<file path="config.mk">
export PLATFORM = sky130hd
export DESIGN_NAME = dual_stream_tx_flat
export DESIGN_NICKNAME = d
export VERILOG_FILES = /design/src/rtl/dst_pkg.sv /design/src/rtl/dual_stream_tx_if.sv /design/src/rtl/dst_chan_engine.sv /design/src/rtl/dual_stream_tx.sv /design/src/flat_wrapper.sv
export SDC_FILE = /design/constraint.sdc
export NUM_CORES = 1
export LEC_CHECK = 0
export ABC_AREA = 0
export CAP_MARGIN = 10
export CORE_ASPECT_RATIO = 1.4
export CORE_MARGIN = 1.5
export CORE_UTILIZATION = 60
export CTS_BUF_LIST = sky130_fd_sc_hd__clkbuf_4 sky130_fd_sc_hd__clkbuf_8
export CTS_CLUSTER_DIAMETER = 200
export CTS_CLUSTER_SIZE = 20
export DETAILED_ROUTE_END_ITERATION = 8
export HOLD_SLACK_MARGIN = 0.15
export PLACE_DENSITY = 0.95
export SETUP_SLACK_MARGIN = 0.5
export SLEW_MARGIN = 10
export SYNTH_ARGS = -nofsm -noshare
export SYNTH_HDL_FRONTEND = slang
export SYNTH_SLANG_ARGS = --single-unit
export TNS_END_PERCENT = 50
</file>
<file path="constraint.sdc">
create_clock -name clk -period 4.45 [get_ports clk]
set_clock_uncertainty 0.15 [all_clocks]
set_input_delay 0.445 -clock clk [delete_from_list [all_inputs] [get_ports clk]]
set_output_delay 0.445 -clock clk [all_outputs]
set_load 0.01 [all_outputs]
</file>
<file path="src/rtl/dst_pkg.sv">
// dst_pkg -- shared definitions for the dual_stream_tx slice.
//   GAP_W           : width of the inter-beat gap counter (GAP range 0..15)
//   MARKER1/MARKER2 : end-of-burst marker bytes for channel 1 / channel 2
//   eng_state_t     : per-channel engine state; S_MARK exists only when
//                     MARKER_INSERT_EN is defined
package dst_pkg;

    localparam int         GAP_W   = 4;
    localparam logic [7:0] MARKER1 = 8'hAA;
    localparam logic [7:0] MARKER2 = 8'h55;

    typedef enum logic [1:0] {
        S_IDLE = 2'd0,
        S_SEND = 2'd1,
`ifdef MARKER_INSERT_EN
        S_GAP  = 2'd2,
        S_MARK = 2'd3
`else
        S_GAP  = 2'd2
`endif
    } eng_state_t;

endpackage

</file>
<file path="src/rtl/dual_stream_tx_if.sv">
// dual_stream_tx_if -- command port and both beat channels of dual_stream_tx.
//   cmd_valid/cmd_ready/cmd_chan/cmd_start/cmd_len/cmd_incr : command handshake
//   flush                                                   : abort both channels
//   valid1/in1/busy1/done1, valid2/in2/busy2/done2          : channel outputs
// master = command source / beat sink, slave = the transmitter.
interface dual_stream_tx_if;

    logic       cmd_valid;
    logic       cmd_ready;
    logic       cmd_chan;
    logic [7:0] cmd_start;
    logic [7:0] cmd_len;
    logic       cmd_incr;
    logic       flush;
    logic       valid1;
    logic       valid2;
    logic [7:0] in1;
    logic [7:0] in2;
    logic       busy1;
    logic       busy2;
    logic       done1;
    logic       done2;

    modport master (
        output cmd_valid, cmd_chan, cmd_start, cmd_len, cmd_incr, flush,
        input  cmd_ready, valid1, valid2, in1, in2, busy1, busy2, done1, done2
    );

    modport slave (
        input  cmd_valid, cmd_chan, cmd_start, cmd_len, cmd_incr, flush,
        output cmd_ready, valid1, valid2, in1, in2, busy1, busy2, done1, done2
    );

endinterface

</file>
<file path="src/rtl/dst_chan_engine.sv">
// dst_chan_engine -- one channel burst engine: FSM, beat counter, data generator.
// Parameters: GAP (idle cycles between beats, 0..15), MARKER (end marker byte).
// Ports:
//   clk, reset_n : clock, asynchronous active-low reset
//   i_flush      : abort to IDLE on the next edge without a done pulse
//   i_accept     : command accepted this cycle (only meaningful in IDLE)
//   i_start/i_len/i_incr : first byte, beat count (0 = 256), increment mode
//   o_valid/o_data : beat strobe and data (data holds while valid is low)
//   o_busy/o_done  : engine not IDLE / one-cycle burst-complete pulse
// Optional feature macro: MARKER_INSERT_EN appends a MARKER beat to every burst.
module dst_chan_engine
    import dst_pkg::*;
#(
    parameter int         GAP    = 0,
    parameter logic [7:0] MARKER = 8'h00
) (
    input  logic       clk,
    input  logic       reset_n,
    input  logic       i_flush,
    input  logic       i_accept,
    input  logic [7:0] i_start,
    input  logic [7:0] i_len,
    input  logic       i_incr,
    output logic       o_valid,
    output logic [7:0] o_data,
    output logic       o_busy,
    output logic       o_done
);

    localparam logic [GAP_W-1:0] GAP_M1 = (GAP > 0) ? GAP_W'(GAP - 1) : '0;

    eng_state_t       r_state, w_state;
    logic [7:0]       r_data,  w_data;
    logic [8:0]       r_left,  w_left;   // beats still to send, 1..256
    logic [GAP_W-1:0] r_gcnt,  w_gcnt;
    logic             r_incr,  w_incr;
    logic             r_done,  w_done;

    always_ff @(posedge clk or negedge reset_n) begin
        if (!reset_n) begin
            r_state <= S_IDLE;
            r_data  <= '0;
            r_left  <= '0;
            r_gcnt  <= '0;
            r_incr  <= 1'b0;
            r_done  <= 1'b0;
        end else begin
            r_state <= w_state;
            r_data  <= w_data;
            r_left  <= w_left;
            r_gcnt  <= w_gcnt;
            r_incr  <= w_incr;
            r_done  <= w_done;
        end
    end

    // r_data always holds the byte on the wire; it only changes on the edge
    // that enters SEND or MARK, so it is stable whenever valid is low.
    always_comb begin
        w_state = r_state;
        w_data  = r_data;
        w_left  = r_left;
        w_gcnt  = r_gcnt;
        w_incr  = r_incr;
        w_done  = 1'b0;
        if (i_flush) begin
            w_state = S_IDLE;
        end else begin
            case (r_state)
                S_IDLE: begin
                    if (i_accept) begin
                        w_state = S_SEND;
                        w_data  = i_start;
                        w_left  = (i_len == 8'd0) ? 9'd256 : {1'b0, i_len};
                        w_incr  = i_incr;
                    end
                end
                S_SEND: begin
                    w_left = r_left - 9'd1;
                    if (r_left == 9'd1) begin
`ifdef MARKER_INSERT_EN
                        // r_left reaches 0 here; GAP uses that to pick MARK next
                        if (GAP > 0) begin
                            w_state = S_GAP;
                            w_gcnt  = GAP_M1;
                        end else begin
                            w_state = S_MARK;
                            w_data  = MARKER;
                        end
`else
                        w_state = S_IDLE;
                        w_done  = 1'b1;
`endif
                    end else if (GAP > 0) begin
                        w_state = S_GAP;
                        w_gcnt  = GAP_M1;
                    end else begin
                        w_data = r_data + {7'd0, r_incr};
                    end
                end
                S_GAP: begin
                    if (r_gcnt == '0) begin
`ifdef MARKER_INSERT_EN
                        if (r_left == 9'd0) begin
                            w_state = S_MARK;
                            w_data  = MARKER;
                        end else begin
                            w_state = S_SEND;
                            w_data  = r_data + {7'd0, r_incr};
                        end
`else
                        w_state = S_SEND;
                        w_data  = r_data + {7'd0, r_incr};
`endif
                    end else begin
                        w_gcnt = r_gcnt - 1'b1;
                    end
                end
`ifdef MARKER_INSERT_EN
                S_MARK: begin
                    w_state = S_IDLE;
                    w_done  = 1'b1;
                end
`endif
                default: w_state = S_IDLE;
            endcase
        end
    end

`ifdef MARKER_INSERT_EN
    assign o_valid = (r_state == S_SEND) || (r_state == S_MARK);
`else
    assign o_valid = (r_state == S_SEND);
    // marker byte has no consumer when the marker beat is compiled out
    logic w_unused_marker;
    assign w_unused_marker = ^MARKER;
`endif
    assign o_data = r_data;
    assign o_busy = (r_state != S_IDLE);
    assign o_done = r_done;

endmodule

</file>
<file path="src/rtl/dual_stream_tx.sv">
// dual_stream_tx -- two independent burst transmitters behind one command port.
// Parameter: GAP (idle cycles between beats on a channel, 0..15).
// Ports:
//   clk     : clock
//   reset_n : asynchronous active-low reset
//   bus     : dual_stream_tx_if.slave (command handshake, flush, per-channel
//             valid/in/busy/done)
// Optional feature macro: MARKER_INSERT_EN ends every burst with a marker beat
// (channel 1: MARKER1, channel 2: MARKER2).
module dual_stream_tx
    import dst_pkg::*;
#(
    parameter int GAP = 0
) (
    input  logic                   clk,
    input  logic                   reset_n,
    dual_stream_tx_if.slave        bus
);

    logic w_acc1;
    logic w_acc2;

    // flush blocks acceptance, so it wins over a simultaneous command
    assign bus.cmd_ready = !bus.flush && (bus.cmd_chan ? !bus.busy2 : !bus.busy1);
    assign w_acc1 = bus.cmd_valid && bus.cmd_ready && !bus.cmd_chan;
    assign w_acc2 = bus.cmd_valid && bus.cmd_ready &&  bus.cmd_chan;

    dst_chan_engine #(.GAP(GAP), .MARKER(MARKER1)) u_chan1 (
        .clk      (clk),
        .reset_n  (reset_n),
        .i_flush  (bus.flush),
        .i_accept (w_acc1),
        .i_start  (bus.cmd_start),
        .i_len    (bus.cmd_len),
        .i_incr   (bus.cmd_incr),
        .o_valid  (bus.valid1),
        .o_data   (bus.in1),
        .o_busy   (bus.busy1),
        .o_done   (bus.done1)
    );

    dst_chan_engine #(.GAP(GAP), .MARKER(MARKER2)) u_chan2 (
        .clk      (clk),
        .reset_n  (reset_n),
        .i_flush  (bus.flush),
        .i_accept (w_acc2),
        .i_start  (bus.cmd_start),
        .i_len    (bus.cmd_len),
        .i_incr   (bus.cmd_incr),
        .o_valid  (bus.valid2),
        .o_data   (bus.in2),
        .o_busy   (bus.busy2),
        .o_done   (bus.done2)
    );

endmodule

</file>
<file path="src/flat_wrapper.sv">
// flat-port wrapper written by rule: the top's interface ports become plain ports
module dual_stream_tx_flat import dst_pkg::*;
#(
    parameter int GAP = 0
)
  (clk, reset_n, bus_cmd_valid, bus_cmd_chan, bus_cmd_start, bus_cmd_len, bus_cmd_incr, bus_flush, bus_cmd_ready, bus_valid1, bus_valid2, bus_in1, bus_in2, bus_busy1, bus_busy2, bus_done1, bus_done2);
  dual_stream_tx_if bus_i ();
  input  logic clk;
  input  logic reset_n;
  input wire logic [$bits(bus_i.cmd_valid)-1:0] bus_cmd_valid;
  input wire logic [$bits(bus_i.cmd_chan)-1:0] bus_cmd_chan;
  input wire logic [$bits(bus_i.cmd_start)-1:0] bus_cmd_start;
  input wire logic [$bits(bus_i.cmd_len)-1:0] bus_cmd_len;
  input wire logic [$bits(bus_i.cmd_incr)-1:0] bus_cmd_incr;
  input wire logic [$bits(bus_i.flush)-1:0] bus_flush;
  output wire logic [$bits(bus_i.cmd_ready)-1:0] bus_cmd_ready;
  output wire logic [$bits(bus_i.valid1)-1:0] bus_valid1;
  output wire logic [$bits(bus_i.valid2)-1:0] bus_valid2;
  output wire logic [$bits(bus_i.in1)-1:0] bus_in1;
  output wire logic [$bits(bus_i.in2)-1:0] bus_in2;
  output wire logic [$bits(bus_i.busy1)-1:0] bus_busy1;
  output wire logic [$bits(bus_i.busy2)-1:0] bus_busy2;
  output wire logic [$bits(bus_i.done1)-1:0] bus_done1;
  output wire logic [$bits(bus_i.done2)-1:0] bus_done2;
  assign bus_i.cmd_valid = bus_cmd_valid;
  assign bus_i.cmd_chan = bus_cmd_chan;
  assign bus_i.cmd_start = bus_cmd_start;
  assign bus_i.cmd_len = bus_cmd_len;
  assign bus_i.cmd_incr = bus_cmd_incr;
  assign bus_i.flush = bus_flush;
  assign bus_cmd_ready = bus_i.cmd_ready;
  assign bus_valid1 = bus_i.valid1;
  assign bus_valid2 = bus_i.valid2;
  assign bus_in1 = bus_i.in1;
  assign bus_in2 = bus_i.in2;
  assign bus_busy1 = bus_i.busy1;
  assign bus_busy2 = bus_i.busy2;
  assign bus_done1 = bus_i.done1;
  assign bus_done2 = bus_i.done2;
  dual_stream_tx #(.GAP(GAP)) u_core (.clk(clk), .reset_n(reset_n), .bus(bus_i));
endmodule
</file>
; ---- After elaboration in Yosys (flattened, before gate mapping)
; Index checks and enable logic that the tools add are counted.
[word_totals]
word_cells = 98
register_bits = 50
[op_classes]
n_eq_ne = 18
n_reduce_logical = 29
bitwise = 3
muxes = 30
addsub = 6
[op_table]
columns = operator, n
row1 = $mux 8, 6
row2 = $pmux 8 s3, 2
row3 = $pmux 9 s2, 2
row4 = $mux 9, 3
row5 = $reduce_and 3->1, 8
row6 = $eq 9x1->1 const B, 2
row7 = $sub 9x1->9 const B, 2
row8 = $add 8x1->8, 2
row9 = $mux 2, 8
row10 = $ne 2x2->1 const B, 6
row11 = $ne 3x3->1 const B, 4
row12 = $pmux 2 s3, 2
row13 = $reduce_and 5->1, 2
row14 = $logic_not 4->1, 2
row15 = $logic_not 8->1, 1
row16 = $reduce_bool 2->1, 4
row17 = $sub 4x1->4 const B, 2
row18 = $mux 1, 7
row19 = $ne 3x2->1 const B, 2
row20 = $reduce_bool 3->1, 2
row21 = $eq 2x1->1 const B, 2
row22 = $eq 2x2->1 const B, 2
row23 = $logic_and 1x1->1, 4
row24 = $logic_not 1->1, 4
row25 = 2 further kinds, 5

; ---- Depth between registers and ports, before layout
; Gate-level depths: netlist of run 1.
[logic_depth]
depth_word = 9
depth_mapped = 7
mapped_depth_nobuf = 6

; ---- Hierarchy
; A second synthesis of run 1 with hierarchy kept.
[unflattened]
hier_cells = 289
hier_area_um2 = 2755.1
[by_module_without_submodules]
columns = mod, cells_per_inst, instances, area_each_um2
row1 = dst_chan_engine, 142, 2, 1355.0
row2 = dual_stream_tx, 5, 1, 45.0

; ---- Least setup slack after synthesis of run 1
; Ideal clock, no wire load.
[synth_timing]
path_type = input -> output
start = input port bus_flush
end = output port bus_cmd_ready
stages = 5
t_arrival_ns = 1.383
t_required_ns = 3.855
n_path_buf = 3
setup_slack_ns = 2.472
path_cell_list = buf_2 > clkbuf_1 > inv_1 > clkbuf_1 > o211a_1
[synth_via]
elab_chain_cells = 2
[synth_rtl]
columns = item, line
row1 = "start, declared", flat_wrapper.sv:15  ; input wire logic [$bits(bus_i.flush)-1:0] bus_flush;
row2 = $logic_not 1->1, dual_stream_tx.sv:24  ; assign bus.cmd_ready = !bus.flush && (bus.cmd_chan ? !bus.busy2 : !bus.busy1);
row3 = $logic_and 1x1->1, dual_stream_tx.sv:24
row4 = "end, declared", flat_wrapper.sv:16  ; output wire logic [$bits(bus_i.cmd_ready)-1:0] bus_cmd_ready;
; Every way passes these cells.

; ---- Worst setup path after layout of run 1
[layout_timing]
start = register u_core.u_chan1.r_state[0]
end = output port bus_cmd_ready
[layout_via]
elab_chain_cells = 4
[layout_rtl]
columns = item, line
row1 = "start, declared", dst_chan_engine.sv:32  ; eng_state_t r_state, w_state;
row2 = "start signal, assigned", dst_chan_engine.sv:48  ; r_state <= w_state;
row3 = $reduce_bool 2->1, dst_chan_engine.sv:139  ; assign o_busy = (r_state != S_IDLE);
row4 = $logic_not 1->1, dual_stream_tx.sv:24
row5 = $mux 1, dual_stream_tx.sv:24
row6 = $logic_and 1x1->1, dual_stream_tx.sv:24
; Every way passes these cells.

==> results.md, run 1 <==
Synthesis:
- The async set-or-reset flop fraction in the synthesized netlist is 100%.
- The average size of a mapped cell is 9.16 sq um.
- The share of synthesized area in the top cell type comes to 35.0%.
- Summing every instance area after synthesis gives 2860 sq um.
- The most area-hungry cell type in the Yosys netlist is sky130_fd_sc_hd__dfrtp_1.
- For this run, the number of Yosys warnings is 0.
- The post-synthesis sequential element count is 40.
- Synthesis produced 312 cells.
- The number of different library cells in the post-synthesis netlist is 72.
- In the post-synthesis netlist, the biggest area contributors are sky130_fd_sc_hd__dfrtp_1, sky130_fd_sc_hd__a21oi_1, sky130_fd_sc_hd__nand2_1.
- When the netlist entered floorplanning its net count stood at 342.
- The most common flop cell mapped by yosys is sky130_fd_sc_hd__dfrtp_1.
- The number of flops mapped to enable cells by yosys is 0.
- The proportion of synthesized chip area in sequential cells is 35.0%.

Setup path:
- The category of the worst setup path capture point is an output port.
- The number of cells on the worst reg-to-reg path is 4.
- The startpoint of the lowest-slack register-to-register path is u_core.u_chan2.r_state[0].
- The type of the setup path with the least slack is register to output port.
- For the worst setup path, the data arrival time is 2380 ps.
- The largest driver fanout on the critical path is 24.
- The critical path starts at u_core.u_chan1.r_state[0].
- For this run, the slowest stage of the critical path takes 870 ps.
- The worst endpoint required time is 3860 ps.
- The reg-to-reg setup timing slack is 2070 ps.
- The endpoint of the worst register-to-register path is u_core.u_chan2.o_data[3].
- Among all stages on the critical path, the largest delay is contributed by sky130_fd_sc_hd__dfrtp_1.
- The signal on the critical path passes through inv_1, o211a_1, clkdlybuf4s50_1.
- The worst setup path is launched from a register.

Timing:
- Static timing analysis puts the maximum clock frequency at 337 MHz.
- The worst slew margin relative to its limit is 38.8%.
- The routed design could run at a clock period as short as 2970 ps.
- The final setup slack of the worst path is 1480 ps.
- The worst path uses 66.8% of the clock period.
- Setup violations remaining at the end of the flow were counted as 0.
- After routing, the total negative slack on setup checks comes to 0 ps.
- The max-slew violation count is 0.
- The number of failing hold endpoints at the final stage was 0.
- Setup repair after global routing left no endpoint under its margin.
- The transition time at the pin with the least slew margin is 918 ps.

Power and ir drop:
- Power comes to 1.40 mW.
- The internal portion of the total power is 0.863 mW.
- The clock network is responsible for 18.7% of the overall power.
- The net switching power figure is 0.535 mW.
- The proportion of total power due to net switching is 38.3%.
- The power per unit of standard cell area is 418 nW/um^2.
- The worst-case IR drop observed on VDD is 264 uV.
- Combinational logic is responsible for 37.5% of the overall power.
- For this design the static power due to leakage is 1.35 nW.
- In this run, flip-flops and latches consume 43.8% of the power.

Detailed routing:
- Once detail routing completed, the nets flagged for antenna violations numbered 0.
- The detailed-route DRC error count is 0.
- The starting DRC count in detailed routing is 237.
- The detailed-routing iteration count for the pre-antenna-repair pass is 5.
- The detailed-route vias per instance is 6.69.
- Detailed routing inserted a total of 2,698 vias.
- In the final routed layout, each cell accounts on average for 19.0 microns.
- The wire length after detailed routing is 7.64 mm.

Clocking:
- After clock tree synthesis, the clock-pin slew on the worst setup and hold paths is 80 ps.
- The number of buffers inserted for hold repair after clock tree synthesis is 0.
- The post-CTS setup buffer count is 0.
- The tree is rooted in a sky130_fd_sc_hd__clkbuf_8.
- The post-cts repair resize count is 0.
- The clock sink count is 40.
- For the worst-skew pair, the clock arrives at the later sink with an insertion delay of 290 ps.
- The clock tree from TritonCTS is yes.
- The H-tree generated during clock tree synthesis spans 2 levels.
- The number of buffers on the longest clock path is 2.
- Clock tree synthesis inserted a total of 5 buffers.

Floorplan:
- The height of the die is 84.7 microns.
- Once the floorplan was initialized, standard cells occupied 62.5% of the core.
- The floorplan step defined a die boundary enclosing 5190 sq um.
- The total core area is 4570 sq um.
- After floorplanning, the core was divided into 29 placement rows.
- In this run the count of I/O pins placed on the die edge is 45.
- The die is 61.3 microns wide.

GRT:
- The total overflow reported by the global router is 0.
- The total routing usage reported by global routing is 31.4%.
- Entering global routing, the biggest net connects 41 pins.
- The initial antenna violation count came to 0.
- The first global-routing pass estimated 12.6 mm of wire.
- The via count of the first global-routing pass came to 2,682.

Layout:
- Fill cells in the final layout number 341.
- The count of nets after finishing is 370.
- The number of antenna diodes in the final layout is 0.
- Cells with a size suffix above 1 make up 9.68% of the layout.
- The area growth from synthesis to layout is 17.2%.
- The library cell used most frequently in the layout, excluding fill and tap cells, is sky130_fd_sc_hd__clkdlybuf4s50_1.
- Leaving out fill and tap cells, the most frequent cells in the layout are sky130_fd_sc_hd__clkdlybuf4s50_1, sky130_fd_sc_hd__dfrtp_1, sky130_fd_sc_hd__nand2_1.

Place:
- The worst-case setup slack after placement is 1580 ps.
- Routability-driven placement finished with a final weighted congestion of 0.897.
- The port buffer count is 44.
- The HPWL after detailed placement is 5.30 mm.

Min path:
- The worst hold path belongs to the class input pin to asynchronous set/reset pin.

Flow run:
- Across the run, the number of max-cap violations was 0.

Run status:
- The run finished with clean final reports.
## registers in the layout, summed over array words and instances, names as in the netlist
name / cells
u_core.u_chan1.r_left: 9
u_core.u_chan2.r_left: 9
u_core.u_chan1.o_data: 8
u_core.u_chan2.o_data: 8
u_core.u_chan1.o_done: 1
u_core.u_chan1.r_incr: 1
u_core.u_chan1.r_state: 1
u_core.u_chan2.o_done: 1
u_core.u_chan2.r_incr: 1
u_core.u_chan2.r_state: 1
## area by class of cell
| type | instances | area (sq um) | area share, % |
|---|---|---|---|
| well taps | 62 | 77.6 | 2.32 |
| multi-input cells | 238 | 1690 | 50.4 |
| clock buffers | 7 | 90.1 | 2.69 |
| inverters | 9 | 33.8 | 1.01 |
| repair buffers | 46 | 450 | 13.5 |
| flip-flops and latches | 40 | 1000 | 29.9 |
| clock inverters | 1 | 7.51 | 0.224 |
## power groups by stage
| stage | sequential, mW | clock [mW] | combinational, mW |
|---|---|---|---|
| after floorplan | 0.569 | 0 | 0.368 |
| after global placement | 0.606 | 0 | 0.498 |
| after detailed placement | 0.614 | 0 | 0.515 |
| after CTS | 0.607 | 0.267 | 0.523 |
| after global routing | 0.627 | 0.279 | 0.577 |
| final | 0.613 | 0.262 | 0.524 |
## critical path: cells and delay by family (launching register included)
| family | cells | cell delay (ps) |
|---|---|---|
| flip-flops | 1 | 870 |
| buffers and inverters | 2 | 880 |
| AO/OA/AOI/OAI | 1 | 320 |
## cell families (layout without fill, tap and decap cells)
family	count (synthesis)	after routing	share of synthesized area [%]
adder cells (fa/ha/maj)	8	8	3.50
buffers and inverters	34	63	5.91
AO/OA/AOI/OAI	108	108	27.1
AND/OR/NAND/NOR	110	110	24.1
flip-flops	40	40	35.0
multiplexers	12	12	4.33
## cells in the mapped netlist, types with 9 or more instances
master	number
sky130_fd_sc_hd__dfrtp_1	40
sky130_fd_sc_hd__nand2_1	27
sky130_fd_sc_hd__a21oi_1	24
sky130_fd_sc_hd__nor2_1	16
sky130_fd_sc_hd__o21ai_0	16
sky130_fd_sc_hd__o22ai_1	15
sky130_fd_sc_hd__clkbuf_1	10
sky130_fd_sc_hd__and3_1	9
sky130_fd_sc_hd__inv_1	9
sky130_fd_sc_hd__mux2i_1	9
sky130_fd_sc_hd__o22a_1	9
## layer usage
layer	routed length [microns]	track usage (%)
met1	2950	39.4
met2	4010	51.8
met3	471	5.24
met4	210	13.0
met5	0	0
## how the worst max path moves through the flow
| stage | to | cells after the start |
|---|---|---|
| 2_1_floorplan | bus_cmd_ready | 5 |
| 3_3_place_gp | bus_cmd_ready | 5 |
| 3_5_place_dp | u_core.u_chan2.o_data[4] | 6 |
| 4_1_cts | bus_cmd_ready | 3 |
| 5_1_grt | bus_cmd_ready | 3 |
| 6_report | bus_cmd_ready | 3 |
## stage by stage
| step | hold WS [ps] | instances | util, % | cell area, sq um |
|---|---|---|---|---|
| CTS | 160 | 403 | 73.2 | 3350 |
| finish | 131 | 403 | 73.2 | 3350 |
| global placement | 324 | 395 | 71.1 | 3250 |
| detailed placement | 332 | 395 | 71.1 | 3250 |
| floorplan | -0.591 | 312 | - | 2860 |
| global route | 202 | 403 | 73.2 | 3350 |
Power figures use the tool's default switching activity.
==> run 2: changes to the inputs <==
Settings changed: CORE_UTILIZATION 60 to 51, PLACE_DENSITY 0.95 to 0.88.
Clock period 4.45 ns to 2.45 ns, I/O delays scaled along.
==> run 2 against run 1 <==
Net effect: via count increased by 2.7%; highest routed layer unchanged; sequential power increased by 79%; clock power increased by 110%; clock-buffer cell count decreased by 1; register-to-register slack got worse by 1500 ps; wire length decreased by 0.48%; largest power group unchanged; combinational power increased by 93%; critical path type is now register to register; final cell count increased by 5.5%.
==> results.md, run 2 (same netlist as run 1, synthesis figures left out) <==
Timing:
- The number of failing hold endpoints at the final stage is 0 (unchanged).
- Setup repair after global routing could not meet its margin everywhere.
- The sum of negative setup slack came to 0 ps (unchanged).
- The max-slew violation count is 0 (unchanged).
- The transition time at the pin with the least slew margin is 916 ps (-1.99 ps).
- The final number of setup-violating endpoints was 0 (unchanged).
- Based on the critical path, the design can be clocked at up to 519 MHz.
- The worst slew margin relative to its limit was 39.0% (+0.13 points).
- Dividing the final minimum period by the clock period gives 78.6%.
- The worst path in the final design needs a cycle of 1920 ps, including I/O delays and setup.

Detailed routing:
- The detail-routed net length per standard cell came to 17.9 microns (-5.6%).
- The routed wire length on met2 is 4.04 mm (+0.65%).
- The wire length after detailed routing is 7.61 mm (-0.48%).
- The vias after detailed routing is 2,771 (+2.7%).
- The detailed-route vias per instance is 6.52 (-2.6%).
- The detailed-route DRC error count is 0 (unchanged).
- The highest layer used for signal routing is met4.
- The total length of routed met3 wires is 457 microns (-3.0%).
- The number of routed nets with antenna violations is 0 (unchanged).
- The starting DRC count in detailed routing is 289 (+22%).
- The routed metal-1 wire length was 2.91 mm (-1.1%).
- The detailed-routing iteration count for the pre-antenna-repair pass is 5 (unchanged).

Setup path:
- The category of the worst setup path capture point is a register.
- The type of the setup path with the least slack is register to register.
- The worst endpoint required time came to 2530 ps (-1330 ps).
- The largest driver fanout on the critical path is 4 (-83%).
- STA classifies the critical path startpoint as a register.
- The data arrival at the endpoint of the critical path was 2000 ps (-380 ps).

Clocking:
- The number of buffers on the longest clock path is 2 (unchanged).
- The clock root buffer master is sky130_fd_sc_hd__clkbuf_8.
- The clock sink count was 40 (unchanged).
- The clock-pin slew on the worst setup and hold paths was 80 ps (about the same).
- The number of levels the H-tree was split into is 2 (unchanged).
- The clock latency of the later-clocked register in the worst-skew pair is 300 ps (about the same).
- The total CTS buffers is 5 (unchanged).
- The clock tree from TritonCTS is yes.

Floorplan:
- The number of core rows is 32 (+10%).
- The total core area is 5450 sq um (+19%).
- The I/O pin count is 45 (unchanged).
- The height of the die was 91.6 microns (+8.2%).
- The die extent in x is 66.3 microns (+8.1%).
- The starting utilization of the core area was 52.5% (-10 points).
- The die footprint came to 6070 sq um (+17%).

Power and ir drop:
- The clock group share of total power is 21.0% (+2.3 points).
- The internal power came to 1.68 mW (+95%).
- The power per unit of standard cell area is 762 nW/um^2 (+82%).
- The leakage component of the power came to 1.44 nW (+6.6%).
- The combinational power share came to 38.0% (+0.5 points).
- The net switching power figure was 0.990 mW (+85%).
- The sequential share of power is 41.1% (-2.7 points).
- The proportion of total power due to net switching was 37.0% (-1.3 points).
- The largest vdd supply drop is 412 uV (+56%).

Layout:
- The non-filler instance count after layout is 425 (+5.5%).
- In the final layout, the registers with the most flip-flops are u_core.u_chan1.r_left: 9 flops, u_core.u_chan2.r_left: 9 flops.
- The count of nets after finishing was 386 (+4.3%).
- The number of antenna repair diodes is 0 (unchanged).
- The final-layout fill cell count is 455 (+33%).
- Leaving out fill and tap cells, the most frequent cell in the layout is sky130_fd_sc_hd__clkdlybuf4s50_1.
- In the layout the commonest cells are sky130_fd_sc_hd__clkdlybuf4s50_1, sky130_fd_sc_hd__dfrtp_1, sky130_fd_sc_hd__nand2_1.
- The share of post-route cells with drive strength above 1 came to 15.1% (+5.4 points).
- The synthesis-to-finish area growth is 22.9%.

Place:
- The total placed cells including tap cells is 409 (+3.5%).
- The final estimated routing congestion in global placement is 0.942 (+5.0%).
- The detailed placement HPWL was 5.44 mm (+2.6%).
- The port buffer count is 44 (unchanged).

GRT:
- The maximum number of pins on one net before global-route repair is 41 (unchanged).
- The wire length of the first global-routing pass was 12.4 mm (-1.4%).
- The initial antenna violation count is 0 (unchanged).
- The total overflow reported by the global router is 0 (unchanged).
- The via count of the first global-routing pass was 2,616 (-2.5%).
- The total routing usage reported by global routing came to 26.0% (-5.4 points).

Run status:
- The run finished with clean final reports.

Min path:
- The class of the worst hold path is register to register.

Flow run:
- The count of maximum capacitance violations is 0 (unchanged).
-- run 2: cell count changes in the layout (fill, tap and decap cells not counted), moves of 2 or more --
cell	change
sky130_fd_sc_hd__buf_4	+15
sky130_fd_sc_hd__inv_1	-2
sky130_fd_sc_hd__dlygate4sd2_1	+2
sky130_fd_sc_hd__dfrtp_2	+2
sky130_fd_sc_hd__clkdlybuf4s50_1	-2
sky130_fd_sc_hd__inv_2	+2
sky130_fd_sc_hd__dfrtp_1	-2
-- run 2: area by class of cell --
cell class,count,area [sq um],area share (%)
clock buffers,6,76.3,2.17
clock inverters,2,35.0,0.998
inverters,9,33.8,0.962
multi-input cells,238,1710,48.6
flip-flops and latches,40,1000,28.6
well taps,68,85.1,2.42
repair buffers,62,571,16.3
-- run 2: worst max-delay path, stage by stage, from the launching register on --
cell and delay (ps):
sky130_fd_sc_hd__dfrtp_1 410, sky130_fd_sc_hd__inv_2 90, sky130_fd_sc_hd__ha_4 130, sky130_fd_sc_hd__or4b_4 490, sky130_fd_sc_hd__o21ai_4 220, sky130_fd_sc_hd__nand2_2 100, sky130_fd_sc_hd__buf_4 150, sky130_fd_sc_hd__a21oi_1 110
-- run 2: metal layers --
metal / vias up / track usage, %
met5: - / 0
met1: 1356 / 32.0
li1: 1278 / -
met3: 22 / 3.72
met2: 115 / 44.2
met4: 0 / 11.6
-- run 2: power groups by stage --
stage	registers, mW	logic (mW)	clock network, mW
after floorplan	1.03	0.669	0
after global placement	1.09	0.927	0
after detailed placement	1.10	0.964	0
after CTS	1.09	0.978	0.569
after global routing	1.13	1.12	0.585
final	1.10	1.01	0.561
-- run 2: timing repair --
item / CTS / global route
gates resized for setup: 3 / 7
hold endpoints to repair: 40 / 0
setup endpoints to repair: 4 / 16
pin swaps: 0 / 3
buffers inserted: 1 / 6
hold buffers: 1 / 0
-- run 2: through the flow --
| step | setup slack [ps] | power (mW) | util, % | hold slack [ps] | cell area [sq um] |
|---|---|---|---|---|---|
| after global placement | 265 | 2.02 | 60.9 | 284 | 3320 |
| final | 525 | 2.67 | 64.5 | 379 | 3510 |
| after global routing | 444 | 2.83 | 64.5 | 403 | 3510 |
| after floorplan | 513 | 1.70 | - | -201 | 2860 |
| after detailed placement | 196 | 2.07 | 60.9 | 286 | 3320 |
| after CTS | 458 | 2.63 | 63.3 | 361 | 3450 |
-- run 2: worst paths after layout --
| path | from | end | slack [ps] | cells past startpoint |
|---|---|---|---|---|
| hold reg to reg | u_core.u_chan1.r_incr | u_core.u_chan1.r_incr | 380 | 2 |
| min in group asynchronous | reset_n | u_core.u_chan2.o_data[5] | 460 | 2 |
| setup reg to reg | u_core.u_chan1.r_left[1] | u_core.u_chan1.o_data[0] | 530 | 7 |
| hold / removal | u_core.u_chan1.r_incr | u_core.u_chan1.r_incr | 380 | 2 |
| setup / recovery | u_core.u_chan1.r_left[1] | u_core.u_chan1.o_data[0] | 530 | 7 |
| max in group asynchronous | reset_n | u_core.u_chan1.r_left[0] | 1040 | 2 |
